==> src/rtl/boolean_proposal_driver.sv <==
// boolean_proposal_driver: requester side of the BooleanPropose interface.
// Owns the committed boolean assignment, picks a variable index per move,
// captures the flipped-bit proposal from the combinational proposer, holds it
// for the accept/reject decision, then commits or discards it.
// Build option: define ROUND_ROBIN_INDEX_EN to replace the 16-bit Galois LFSR
// index source with a wrapping round-robin counter.
module boolean_proposal_driver #(
  parameter int          NUMBER_OF_BOOLEAN_VARIABLES = 2,
  parameter int          INDEX_WIDTH                 = 1,
  parameter logic [15:0] LFSR_SEED                   = 16'hACE1
) (
  input  logic                                   in_clk,
  input  logic                                   in_reset,
  input  logic                                   in_load,
  input  logic [NUMBER_OF_BOOLEAN_VARIABLES-1:0] in_initial_assignment_boolean,
  input  logic                                   in_start,
  input  logic [NUMBER_OF_BOOLEAN_VARIABLES-1:0] in_new_assignment_boolean,
  input  logic                                   in_decision_valid,
  input  logic                                   in_accept,
  output logic [NUMBER_OF_BOOLEAN_VARIABLES-1:0] out_current_assignment_boolean,
  output logic [INDEX_WIDTH-1:0]                 out_variable_to_be_changed_index,
  output logic                                   out_enable,
  output logic [NUMBER_OF_BOOLEAN_VARIABLES-1:0] out_proposed_assignment_boolean,
  output logic                                   out_proposal_valid,
  output logic                                   out_ready,
  output logic                                   out_done,
  output logic                                   out_proposal_error
);

  localparam int N  = NUMBER_OF_BOOLEAN_VARIABLES;
  localparam int IW = INDEX_WIDTH;

  typedef enum logic [1:0] {
    S_IDLE    = 2'd0,
    S_PROPOSE = 2'd1,
    S_WAIT    = 2'd2,
    S_COMMIT  = 2'd3
  } state_t;

  state_t          state_q,    state_d;
  logic [N-1:0]    current_q,  current_d;
  logic [IW-1:0]   index_q,    index_d;
  logic            enable_q,   enable_d;
  logic [N-1:0]    proposal_q, proposal_d;
  logic            valid_q,    valid_d;
  logic            ready_q,    ready_d;
  logic            done_q,     done_d;
  logic            error_q,    error_d;

  logic [IW-1:0]   pick;
  logic [N-1:0]    onehot;

`ifdef ROUND_ROBIN_INDEX_EN
  logic [IW-1:0]   rr_q, rr_d, rr_next;

  // Round-robin index source: next value wraps from N-1 back to 0
  always_comb begin
    pick    = rr_q;
    rr_next = (32'(rr_q) == 32'(N - 1)) ? '0 : rr_q + IW'(1);
  end
`else
  logic [15:0]     lfsr_q, lfsr_d, lfsr_next;
  logic [31:0]     raw_ext;

  // Galois LFSR index source: low IW bits folded into 0..N-1
  always_comb begin
    lfsr_next = {1'b0, lfsr_q[15:1]} ^ (lfsr_q[0] ? 16'hB400 : 16'h0000);
    raw_ext   = 32'(lfsr_q[IW-1:0]);
    if (raw_ext >= 32'(N)) pick = IW'(raw_ext - 32'(N));
    else                   pick = lfsr_q[IW-1:0];
  end
`endif

  // Expected flip pattern for the currently registered index
  always_comb begin
    onehot = {{(N-1){1'b0}}, 1'b1} << index_q;
  end

  // Next-state and next-output computation for the move sequencer
  always_comb begin
    state_d    = state_q;
    current_d  = current_q;
    index_d    = index_q;
    enable_d   = 1'b0;
    proposal_d = proposal_q;
    valid_d    = valid_q;
    ready_d    = ready_q;
    done_d     = 1'b0;
    error_d    = error_q;
`ifdef ROUND_ROBIN_INDEX_EN
    rr_d       = rr_q;
`else
    lfsr_d     = lfsr_q;
`endif
    case (state_q)
      S_IDLE: begin
        if (in_load) begin
          current_d = in_initial_assignment_boolean;
        end else if (in_start) begin
          index_d  = pick;
          enable_d = 1'b1;
          ready_d  = 1'b0;
          state_d  = S_PROPOSE;
        end
      end
      S_PROPOSE: begin
        // Proposal is captured even when malformed; the error flag is sticky
        proposal_d = in_new_assignment_boolean;
        valid_d    = 1'b1;
        if ((in_new_assignment_boolean ^ current_q) != onehot) error_d = 1'b1;
`ifdef ROUND_ROBIN_INDEX_EN
        rr_d       = rr_next;
`else
        lfsr_d     = lfsr_next;
`endif
        state_d    = S_WAIT;
      end
      S_WAIT: begin
        if (in_decision_valid) begin
          if (in_accept) current_d = proposal_q;
          valid_d = 1'b0;
          done_d  = 1'b1;
          state_d = S_COMMIT;
        end
      end
      S_COMMIT: begin
        ready_d = 1'b1;
        state_d = S_IDLE;
      end
      default: begin
        state_d = S_IDLE;
        ready_d = 1'b1;
      end
    endcase
  end

  // State and registered outputs; reset aborts any move in flight
  always_ff @(posedge in_clk) begin
    if (in_reset) begin
      state_q    <= S_IDLE;
      current_q  <= '0;
      index_q    <= '0;
      enable_q   <= 1'b0;
      proposal_q <= '0;
      valid_q    <= 1'b0;
      ready_q    <= 1'b1;
      done_q     <= 1'b0;
      error_q    <= 1'b0;
`ifdef ROUND_ROBIN_INDEX_EN
      rr_q       <= '0;
`else
      lfsr_q     <= LFSR_SEED;
`endif
    end else begin
      state_q    <= state_d;
      current_q  <= current_d;
      index_q    <= index_d;
      enable_q   <= enable_d;
      proposal_q <= proposal_d;
      valid_q    <= valid_d;
      ready_q    <= ready_d;
      done_q     <= done_d;
      error_q    <= error_d;
`ifdef ROUND_ROBIN_INDEX_EN
      rr_q       <= rr_d;
`else
      lfsr_q     <= lfsr_d;
`endif
    end
  end

  assign out_current_assignment_boolean   = current_q;
  assign out_variable_to_be_changed_index = index_q;
  assign out_enable                       = enable_q;
  assign out_proposed_assignment_boolean  = proposal_q;
  assign out_proposal_valid               = valid_q;
  assign out_ready                        = ready_q;
  assign out_done                         = done_q;
  assign out_proposal_error               = error_q;

endmodule
==> config.mk <==
export PLATFORM = sky130hd
export DESIGN_NAME = boolean_proposal_driver
export DESIGN_NICKNAME = d
export VERILOG_FILES = /design/src/rtl/boolean_proposal_driver.sv
export SDC_FILE = /design/constraint.sdc
export NUM_CORES = 1
export LEC_CHECK = 0
export ABC_AREA = 1
export CORE_MARGIN = 2
export CORE_UTILIZATION = 50
export CTS_CLUSTER_DIAMETER = 200
export DETAILED_ROUTE_END_ITERATION = 16
export PLACE_DENSITY_LB_ADDON = 0.12
export SLEW_MARGIN = 30
export SYNTH_ARGS = -nofsm -noshare
export SYNTH_HDL_FRONTEND = slang
export SYNTH_SLANG_ARGS = --single-unit
==> constraint.sdc <==
create_clock -name in_clk -period 1.7 [get_ports in_clk]
set_input_delay 0.34 -clock in_clk [delete_from_list [all_inputs] [get_ports in_clk]]
set_output_delay 0.34 -clock in_clk [all_outputs]
set_load 0.02 [all_outputs]
* Word level (Yosys, flattened, before mapping) *
Index checks and enable logic that the tools add are counted.

operators by class
  add/subtract/negate cells = 0
  $mul = 0
  div/mod/pow operators = 0
  order comparisons = 0
  equality and inequality tests = 9
  shift operators = 1
  multiplexer cells = 16
  bitwise operators = 5
  reduce and logical (&&, ||, !) cells = 12

operators with widths
  kind                 count
  $mux 16              1
  $xor 15x16->16       1
  $mux 2               6
  $ne 2x2->1 const B   5
  $reduce_and 3->1     3
  $pmux 2 s4           1
  $reduce_bool 2->1    3
  $mux 1               5
  $eq 2x2->1 const B   2
  $pmux 1 s2           2
  $pmux 2 s2           1
  $reduce_and 2->1     2
  $reduce_and 4->1     1
  $not 1->1            3
  $reduce_or 3->1      1
  $eq 2x1->1 const B   1
  $logic_not 2->1      1
  $ne 2x2->1           1
  $reduce_or 2->1      1
  $shl 1x1->2 const A  1
  $xor 2x2->2          1

word-level totals
  bits in registers = 28
  bits in latches = 0
  bits in writable memories = 0
  bits in read-only memories = 0
  input bits = 10
  word-level logic and storage cells = 53
  memories kept = 0

* Logic depth before layout (Yosys ltp) *
Gate-level depths: netlist of run 1.

  word-level depth = 3
  gate-level depth with buffers = 8

* Worst setup path before layout of run 1 *
Ideal clock, no wire load.

  path kind = flip-flop to flip-flop
  start point = register state_q[0]
  end point = register current_q[0] (netlist: out_current_assignment_boolean[0])
  arrival = 1.062 ns
  data required time = 1.582 ns
  path slack = 0.520 ns
  cell stages (with the launch flop) = 8
  period minus slack after synthesis = 1.180 ns
  cells stage by stage = dfxtp_1 > inv_1 > ha_1 > nor2_1 > nor2_1 > nand2_2 > o21ai_2 > a21oi_1

between the ends
  cells in the longest elaborated chain, start to end = 3
  elaborated cells on any way between the ends = 8

RTL lines
  element                                                    line  text
  start: declaration                                         40    state_t state_q, state_d;
  start signal: assignment                                   155   state_q <= state_d;
  $eq 2x2->1 or $logic_not 2->1 (tied branches)              95    case (state_q)
  $ne 2x2->1 (no line) or $reduce_bool 2->1 (tied branches)  --
  $reduce_and 4->1 (no line)                                 --
  end signal: assignment                                     156   current_q <= current_d;
  end: declaration                                           41    logic [N-1:0] current_q, current_d;

Parallel ways exist; a longest one is shown, timed or not.
A chain may end at the register's enable or synchronous reset.

* Worst setup path after layout of run 1 *
  start point = register error_q (netlist: out_proposal_error)
  end point = output port out_proposal_error

RTL lines
  element                   line  text
  start: declaration        48    logic error_q, error_d;
  start signal: assignment  163   error_q <= error_d;
  end: declaration          27    output logic out_proposal_error

No word-level cell between the ends.

==> impl_metrics.toml, run 1 <==
[outcome]
outcome = "finished, final reports clean"

[global_route]
grt_usage_pct = 19.9
grt_start_max_net_pins = 22
grt_pass1_wl_um = 4100
grt_overflow = 0
antenna_found_initial = 0
grt_pass1_vias = 993

[cts]
htreeDepth = 1
clockBufferDepth = 2
cts_sinks = 28
tritoncts = "yes"
clk_pin_slew_worst_paths_ps = 160
cts_hold_buf = 0
cts_made_buffers = 3
clkLatencyLatePin_ps = 330
cts_resized = 2
root_buffer = "clkbuf_4"
postCtsSetupBuffers = 0

[place]
place_area_um2 = 1410
routabilityCongestion = 0.749
hpwlAfterDp_um = 1820
place_ws_ps = 183
io_buffer_count = 19
dp.cells = 204

[drt]
drcViolationCount = 0
vias = 1058
first_pass_iters = 4
drt_iter0_drc = 11
routed_via_density = 5.09
routed_wl_um = 2410
antenna_left = 0
wl_per_cell_um = 11.6

[worst_setup_path]
crit_chain = "clkdlybuf4s50_1"
crit_family = "buffers and inverters"
worstSetupEndpointType = "output pin"
crit_path_start_kind = "flip-flop"
cp.arrival_ps = 1300
cp_slowest_cell = "clkdlybuf4s50_1"
cpPeakStageDelay_ps = 600
worstPathMaxFanout = 2
critical_path_buf_inv_count = 1
crit_type = "flip-flop to output pin"
required_ps = 1360

[pwr]
power_mw = 2.52
internal_power_mw = 1.54
leakagePower_nw = 0.716
power.density_nw_per_um2 = 1720
share_seq_of_total_power_pct = 40.8
swShare_pct = 39.1
p_sw_mw = 0.987
p_comb_share_pct = 41.9
ir_drop_v = 0.00149
pwr-share-clk_pct = 17.2

[sta]
whs_ps = 461
slew_viol_final = 0
fin_crit_ps = 1640
fin_skew_ps = 19.9
hold_viol = 0
worstMarginPinSlew_ps = 418
fin_tns_setup_ps = 0
rsz0062_at_grt = "no"
slew_headroom_pct = 72.1
setup_viol = 0
period_share_pct = 96.3
layout_setup_ws_ps = 63.0
fmax_mhz = 611

[synth]
synth_top_area_cell = "dfxtp_1"
avgSynthCellArea_um2 = 7.55
synth_seq_area_share_pct = 45.9
synth.area.top_cells = "dfxtp_1 (46%), nand2_1 (12%), nor2_1 (6.4%)"
syn-cell-area_um2 = 1220
netlist_instances = 162
syn_nets = 177
ys_ff_latch = 28
synth_top_area_share_pct = 45.9
synth_cell_types = 19
ys.warnings.count = 0

[flow_run]
timing.max_cap.violations = 0

[cells_and_area]
fillers = 227
fin_cells = 208
layout_commonest_cell = "nand2_1"
utilization_pct = 65.2
syn_to_final_growth_pct = 20.3
drive_gt1_share_pct = 8.33
final_cell_area_um2 = 1470
antenna_cells = 0
final_cell_mix = "nand2_1 (39), dfxtp_1 (28), nor2_1 (21), clkdlybuf4s50_1 (14), a21oi_1 (13)"
nets = 196

[floorplan]
core-area_um2 = 2250
die_w_um = 53.4
rows = 17
start_util_pct = 54.2
die_h_um = 53.4
die_area_um2 = 2860
io_pins = 20

[worst_hold_path]
hold_path.class = "flip-flop to flip-flop"
-- power by group through the flow --
stage | clock network (mW) | registers (mW) | logic, mW
after global routing | 0.465 | 1.05 | 1.22
after floorplan | 0 | 1.09 | 0.699
after CTS | 0.444 | 1.03 | 1.07
after detailed placement | 0 | 1.05 | 1.08
final | 0.434 | 1.03 | 1.06
after global placement | 0 | 1.04 | 1.04
-- final cells by class --
type / count / area, um2 / share of cell area [%]
Clock buffer: 3 / 22.5 / 1.53
Multi-Input combinational cell: 113 / 554 / 37.7
Sequential cell: 28 / 561 / 38.1
Timing Repair Buffer: 21 / 210 / 14.3
Inverter: 14 / 57.6 / 3.91
Tap cell: 28 / 35.0 / 2.38
Clock inverter: 1 / 30.0 / 2.04
-- worst paths after layout --
check / startpoint / endpoint / slack [ps] / depth (start not counted)
max reg2reg: state_q[0]$_SDFFE_PP0P_ / out_current_assignment_boolean[0]$_SDFFE_PP0P_ / 390 / 7
min: lfsr_q[1]$_SDFFE_PP0P_ / lfsr_q[0]$_SDFFE_PP1P_ / 460 / 2
max: out_proposal_error$_SDFFE_PP0P_ / out_proposal_error / 60 / 1
min reg2reg: lfsr_q[1]$_SDFFE_PP0P_ / lfsr_q[0]$_SDFFE_PP1P_ / 460 / 2
-- worst reg2reg max path: stages (launching register included) --
cell	delay [ps]
dfxtp_1	350
inv_1	120
ha_1	270
nor2_1	90
nor2_1	130
nand2_2	100
o21ai_2	120
a21oi_1	40
-- Yosys cell counts --
library cell	n
a21o_1	1
a21oi_1	13
buf_12	1
buf_2	6
dfxtp_1	28
ha_1	5
inv_1	11
inv_2	2
inv_6	1
nand2_1	39
nand2_2	3
nand3_1	12
nor2_1	21
nor4_1	1
o211ai_2	1
o21ai_0	3
o21ai_1	11
o21ai_2	2
xor2_1	1
-- routing by layer --
metal	GRT usage, %	wire [um]	vias to the layer above
li1	-	-	553
met1	22.8	1110	482
met2	36.6	1180	21
met3	5.08	104	2
met4	3.85	13	0
met5	0	0	-
-- state kept, by name (all words and copies together), names as in the netlist --
name and flops:
out_current_assignment_boolean 2, out_ready 1, out_done 1, state_q 2, out_proposed_assignment_boolean 2, lfsr_q 16, out_variable_to_be_changed_index 1, out_proposal_error 1
out_proposal_valid 1, out_enable 1
-- cell families after synthesis --
kind of cell | synth area share (%)
fa+ha+maj | 5.12
compound gates | 14.1
xor+xnor | 0.717
simple gates | 25.4
flops | 45.9
buf+inv | 8.80
(Power assumes the default switching activity.)
==> run 2: changes to the inputs <==
--- a/config.mk
+++ b/config.mk
@@ -10,7 +10,7 @@
 export CORE_UTILIZATION = 50
 export CTS_CLUSTER_DIAMETER = 200
 export DETAILED_ROUTE_END_ITERATION = 16
-export PLACE_DENSITY_LB_ADDON = 0.12
+export PLACE_DENSITY = 0.76
 export SLEW_MARGIN = 30
 export SYNTH_ARGS = -nofsm -noshare
 export SYNTH_HDL_FRONTEND = slang
==> impl_metrics.toml, run 2 (synthesized netlist as in run 1, its figures left out) <==
[place]
hpwlAfterDp_um = 1710
place_ws_ps = 210
io_buffer_count = 19
routabilityCongestion = 0.814

[sta]
fin_crit_ps = 1650
fin_skew_ps = 4.51
hold_viol = 0
setup_viol = 0
rsz0062_at_grt = "no"
fin_tns_setup_ps = 0
fmax_mhz = 605
layout_setup_ws_ps = 46.9
slew_headroom_pct = 72.9
whs_ps = 475
worstMarginPinSlew_ps = 405
period_share_pct = 97.2
slew_viol_final = 0

[drt]
met2_length_um = 1170
vias = 1052
drt_iter0_drc = 22
routed_wl_um = 2390
met1_length_um = 1080
drcViolationCount = 0
wl_met3_um = 106
highest_layer = "met4"
antenna_left = 0
wl_per_cell_um = 11.6
routed_via_density = 5.08
first_pass_iters = 4

[cells_and_area]
syn_to_final_growth_pct = 20.2
nets = 195
multiInputGateArea_um2 = 554
drive_gt1_share_pct = 7.82
final_cell_mix = "nand2_1 (39), dfxtp_1 (28), nor2_1 (21), a21oi_1 (13), clkdlybuf4s50_1 (13)"
layout_commonest_cell = "nand2_1"
antenna_cells = 0
largest_register_ffs = 16
top_register = "lfsr_q"
fillers = 208
regArea_um2 = 561

[floorplan]
start_util_pct = 54.2
io_pins = 20
rows = 17
die_area_um2 = 2860
die_h_um = 53.4
core-area_um2 = 2250
die_w_um = 53.4

[cts]
root_buffer = "clkbuf_4"
htreeDepth = 1
tritoncts = "yes"
clkLatencyLatePin_ps = 330
clk_pin_slew_worst_paths_ps = 150
cts_made_buffers = 3
cts_sinks = 28
clockBufferDepth = 2

[outcome]
outcome = "finished, final reports clean"

[pwr]
power.density_nw_per_um2 = 1710
power_mw = 2.52
ir_drop_v = 0.00103
leakagePower_nw = 0.740

[worst_setup_path]
crit_path_start_kind = "flip-flop"
crit_family = "buffers and inverters"
required_ps = 1360
worstPathMaxFanout = 2
cp_slowest_cell = "clkdlybuf4s50_1"
cp.arrival_ps = 1310
crit_chain = "clkdlybuf4s50_1"
cpPeakStageDelay_ps = 620
crit_type = "flip-flop to output pin"
worstSetupEndpointType = "output pin"
critical_path_buf_inv_count = 1

[global_route]
grt_pass1_wl_um = 4130
grt_pass1_vias = 995
grt_start_max_net_pins = 22
antenna_found_initial = 0
grt_usage_pct = 20.1
grt_overflow = 0

[worst_hold_path]
hold_path.class = "flip-flop to flip-flop"

[flow_run]
timing.max_cap.violations = 0
-- run 2: cell types whose count changed in the layout (fill, tap and decap cells not counted), sizes merged --
cell,change
clkdlybuf4s50,-1
dlygate4sd2,-1
dlymetal6s2s,+2
buf,-1
-- run 2: report_power, final --
part	internal (mW)	total (mW)	leakage [nW]	switching [mW]
sequential	0.882	1.03	0.231	0.152
clock	0.239	0.431	0.0279	0.192
combinational	0.409	1.05	0.481	0.644
-- run 2: repair_timing --
action                     CTS  global route
hold buffers                 0             0
setup endpoints to repair    1             5
buffers inserted             0             0
gates resized for setup      1             5
-- run 2: final cells by class --
type | instances | area share, %
sequential | 28 | 38.2
multi-input combinational | 113 | 37.7
timing repair buffer | 20 | 14.2
inverter | 14 | 3.92
tap | 28 | 2.39
clock inverter | 1 | 2.04
clock buffer | 3 | 1.53
-- run 2: path summary, 6_finish.rpt --
kind | startpoint | end | slack [ps] | cells past startpoint
worst max register to register | state_q[1]$_SDFFE_PP0P_ | lfsr_q[13]$_SDFFE_PP1P_ | 220 | 6
worst min-delay path | lfsr_q[7]$_SDFFE_PP1P_ | lfsr_q[7]$_SDFFE_PP1P_ | 470 | 2
worst max-delay path | out_proposal_valid$_SDFFE_PP0P_ | out_proposal_valid | 50 | 1
worst min register to register | lfsr_q[7]$_SDFFE_PP1P_ | lfsr_q[7]$_SDFFE_PP1P_ | 470 | 2
-- run 2: metal layers --
layer | track usage, % | vias to the layer above
met4 | 9.40 | 0
li1 | - | 553
met5 | 0 | -
met1 | 23.9 | 473
met2 | 34.6 | 21
met3 | 3.39 | 5
-- run 2: per-stage QoR --
step / instance area (um2) / util (%) / cells
CTS: 1460 / 64.6 / 207
finish: 1470 / 65.1 / 207
floorplan: 1220 / - / 162
detailed placement: 1410 / 62.3 / 203
global route: 1470 / 65.1 / 207
global placement: 1410 / 62.3 / 203
==> RTL change 1: new RTL, settings of run 1 <==
Put one more register stage on the output `out_proposal_error`, without a reset. The value now appears one clock later. The other outputs are not delayed to match.
--- a/src/rtl/boolean_proposal_driver.sv
+++ b/src/rtl/boolean_proposal_driver.sv
@@ -177,5 +177,7 @@
   assign out_ready                        = ready_q;
   assign out_done                         = done_q;
-  assign out_proposal_error               = error_q;
+  always_ff @(posedge in_clk) begin
+    out_proposal_error <= error_q;
+  end
 
 endmodule
Function: changed (Yosys sat finds a counterexample within 4 cycles, from zero or initial values and one cycle with in_reset high).
==> RTL change 1 against run 1 <==
  * Sequential cell count increased by 1
  * Non-clock buffer count unchanged
  * Synthesized cell count increased by 0.62%
  * Total power decreased by 0.72%
  * Final area increased by 1.4%
  * Area after synthesis increased by 1.6%
  * Utilization decreased by 3.3 points
  * Wire length decreased by 4.2%
  * Worst setup slack got worse by 0.00071 ns
  * Cell count increased by 3.4%
  * Global-route usage decreased by 0.53 points
  * Sequential share of layout area increased by 0.80 points
==> RTL change 1: results <==
set metrics [dict create \
    status "finished clean" \
    detailed_place_hpwl_um 1721 \
    clk_pin_slew_ns 0.09 \
    track_usage_pct 19.33 \
    irDropWorstVdd_v 0.0009961 \
    ys_seq_area_share_pct 46.73 \
    fin_skew_ns 0.006964 \
    path_max_fanout 3 \
    synthTopCellsByCount "39 x nand2_1, 29 x dfxtp_1, 21 x nor2_1, 13 x a21oi_1, 12 x nand3_1" \
    grt_pass1_wl_um 3967 \
    via_per_inst 4.953 \
    cts_made_buffers 5 \
    nNetsFinal 199 \
    crit_family "buffers and inverters" \
    h-tree-depth 2 \
    place.gp.congestion 0.7588 \
    n_fill_cell 224 \
    drv_cap 0 \
    cpPeakStageDelay_ns 0.62 \
    drt_iter0_markers 21 \
    wl_per_cell_um 10.73 \
    cellLeakagePower_nw 0.7037 \
    synthTopCellsByArea "dfxtp_1 47%, nand2_1 12%, nor2_1 6.3%" \
    pre_cts_slack_ns 0.2182 \
    synth_fp_nets 178 \
]
## RTL change 1: layout make-up
| class | count | area [µm²] | area share [%] |
|---|---|---|---|
| Sequential cell | 29 | 580.6 | 38.93 |
| Multi-Input combinational cell | 113 | 554.3 | 37.16 |
| Timing Repair Buffer | 21 | 210.2 | 14.09 |
| Inverter | 14 | 57.56 | 3.859 |
| Clock buffer | 6 | 41.29 | 2.768 |
| Tap cell | 30 | 37.54 | 2.517 |
| Clock inverter | 2 | 10.01 | 0.6711 |
## RTL change 1: power by group
part / leakage, nW / switching (W) / internal, W
combinational: 0.433 / 0.000632 / 0.000429
sequential: 0.239 / 0.000146 / 0.000914
clock: 0.0320 / 0.000228 / 0.000157
## RTL change 1: cell families after synthesis
group / synth area share, %
compound gates: 13.90
xor+xnor: 0.7051
fa+ha+maj: 5.035
buf+inv: 8.661
flops: 46.73
simple gates: 24.98
## RTL change 1: final timing paths
kind | endpoint | depth (start not counted) | slack (ns) | start
max | out_proposed_assignment_boolean[1] | 1 | 0.06 | out_proposed_assignment_boolean[1]
min | out_proposal_error | 0 | 0.36 | error_q
max reg2reg | out_current_assignment_boolean[0] | 7 | 0.37 | state_q[0]
min reg2reg | out_proposal_error | 0 | 0.36 | error_q
## RTL change 1: metrics by stage
step	power [W]	instance area (µm²)	utilization, %	std cells
2_1_floorplan	0.001824	1242	-	163
3_3_place_gp	0.002105	1435	59.55	207
3_5_place_dp	0.002148	1435	59.55	207
4_1_cts	0.002535	1486	61.68	215
5_1_grt	0.002738	1491	61.89	215
6_report	0.002505	1491	61.89	215
## RTL change 1: layer usage
metal  track usage (%)  share of wire, %
met1             22.34                46
met2             31.50                48
met3             6.111               4.6
met4             10.68               1.7
met5                 0                 0
==> RTL change 2: new RTL, flow settings as in run 1 <==
Without the edit above. The option `ROUND_ROBIN_INDEX_EN` is turned on by a define.
--- a/src/rtl/boolean_proposal_driver.sv
+++ b/src/rtl/boolean_proposal_driver.sv
@@ -5,4 +5,6 @@
 // Build option: define ROUND_ROBIN_INDEX_EN to replace the 16-bit Galois LFSR
 // index source with a wrapping round-robin counter.
+`define ROUND_ROBIN_INDEX_EN
+
 module boolean_proposal_driver #(
   parameter int          NUMBER_OF_BOOLEAN_VARIABLES = 2,
Formal check against the unedited RTL: not equivalent (a bounded check fails within 4 cycles, from zero or initial values and one cycle with in_reset high).
==> RTL change 2 against run 1 <==
  * Area after synthesis decreased by 46%
  * Worst setup slack got worse by 0.019 ns
  * Final area decreased by 39%
  * Via count decreased by 41%
  * Hold slack got worse by 0.012 ns
  * Count of clock-buffer cells in the layout increased by 1
  * Critical endpoint is now out_current_assignment_boolean[1]
  * Wire length decreased by 46%
  * Total power decreased by 46%
  * Sequential cell count decreased by 15
  * Fmax decreased by 1.1%
==> RTL change 2: results <==
set metrics [dict create \
    ys_types 16 \
    routed_wl_um 1298 \
    power_density_mw_per_mm2 1501 \
    reg2reg_depth 9 \
    final-clk-cell-share_pct 2.913 \
    clk_pin_slew_ns 0.08 \
    fin_skew_ns 0.002770 \
    cp-endpoint "out_current_assignment_boolean[1]" \
    place_area_um2 873.3 \
    pre_cts_slack_ns 0.1621 \
    num-nonclk-buffers 19 \
    place.gp.congestion 0.8183 \
    hold_start "out_proposal_error" \
    topRoutingLayerUsed "met3" \
    drt_iter0_markers 15 \
    clock_buffers 4 \
    sh_seq_area_pct 28.85 \
    multiInputCombCellCount 68 \
    grt_max_degree 10 \
    synthTopCellsByArea "dfxtp_1 39%, nand2_1 16%, ha_1 9.4%" \
    grt_pass1_wl_um 2021 \
    nNetsFinal 135 \
    dr_wl_met2_um 598 \
    rows 13 \
    antenna_found_initial 0 \
    cellLeakagePower_nw 0.4386 \
    routed-wl-met3_um 83 \
    worst_pin_slew_ns 0.2680 \
    grtUsageMet2_pct 28.97 \
    drt-met1-wl_um 615 \
    status "finished clean" \
    r2r_slack_ns 0.22 \
    drive_gt1_share_pct 8.403 \
    bufAreaShareNonClock_pct 21.36 \
    grt_pass1_vias 471 \
    startpoint "out_current_assignment_boolean[1]" \
    detailed_place_hpwl_um 1050 \
    clkLatencyLatePin_ns 0.27 \
    ys_warn_count 0 \
    fin_ws_ns 0.04421 \
    irDropWorstVdd_v 0.0008803 \
    worstHoldEndpoint "out_proposal_error" \
    path_max_fanout 5 \
    n_fill_cell 110 \
    synthTopCellsByCount "28 x nand2_1, 13 x dfxtp_1, 12 x inv_1, 9 x nor2_1, 7 x a21oi_1" \
    syn_inst 96 \
    n_all_inverters 15 \
    track_usage_pct 19.01 \
    ys_seq_area_share_pct 39.17 \
    fin_hold_ws_ns 0.4495 \
    cpPeakStageDelay_ns 0.64 \
    grt_use_met3_pct 10.00 \
    multi_input_area_um2 346.6 \
    synth_fp_nets 111 \
    flops_and_latches 13 \
    cp.arrival_ns 1.32 \
    met1_usage_pct 25.25 \
]
[RTL change 2: cell count changes in the layout (fill, tap and decap cells not counted), moves of 4 or more]
| cell | change |
|---|---|
| nor2_1 | -12 |
| nand3_1 | -6 |
| nand2_1 | -11 |
| clkdlybuf4s50_1 | +4 |
| dfxtp_1 | -15 |
| o21ai_1 | -6 |
| a21oi_1 | -6 |
[RTL change 2: cells by family (layout without fill, tap and decap cells)]
family                     Yosys count  in the layout  share of synthesized area [%]
buffers and inverters               15             38                          8.662
xor gates and xnor gates             1              1                          1.319
and+or+nand+nor                     48             48                          30.89
DFF                                 13             13                          39.17
adders and majority gates            5              5                          9.416
AOI/OAI and AO/OA                   14             14                          10.55
[RTL change 2: power by group]
group          switching, W  total [W]  internal (W)
logic              0.000392   0.000690      0.000299
clock network     0.0000981   0.000189     0.0000910
registers         0.0000698   0.000474      0.000404
[RTL change 2: timing repair]
action / CTS / global route
hold endpoints to repair: 0 / 0
resized for setup: 0 / 1
setup endpoints to repair: 0 / 1
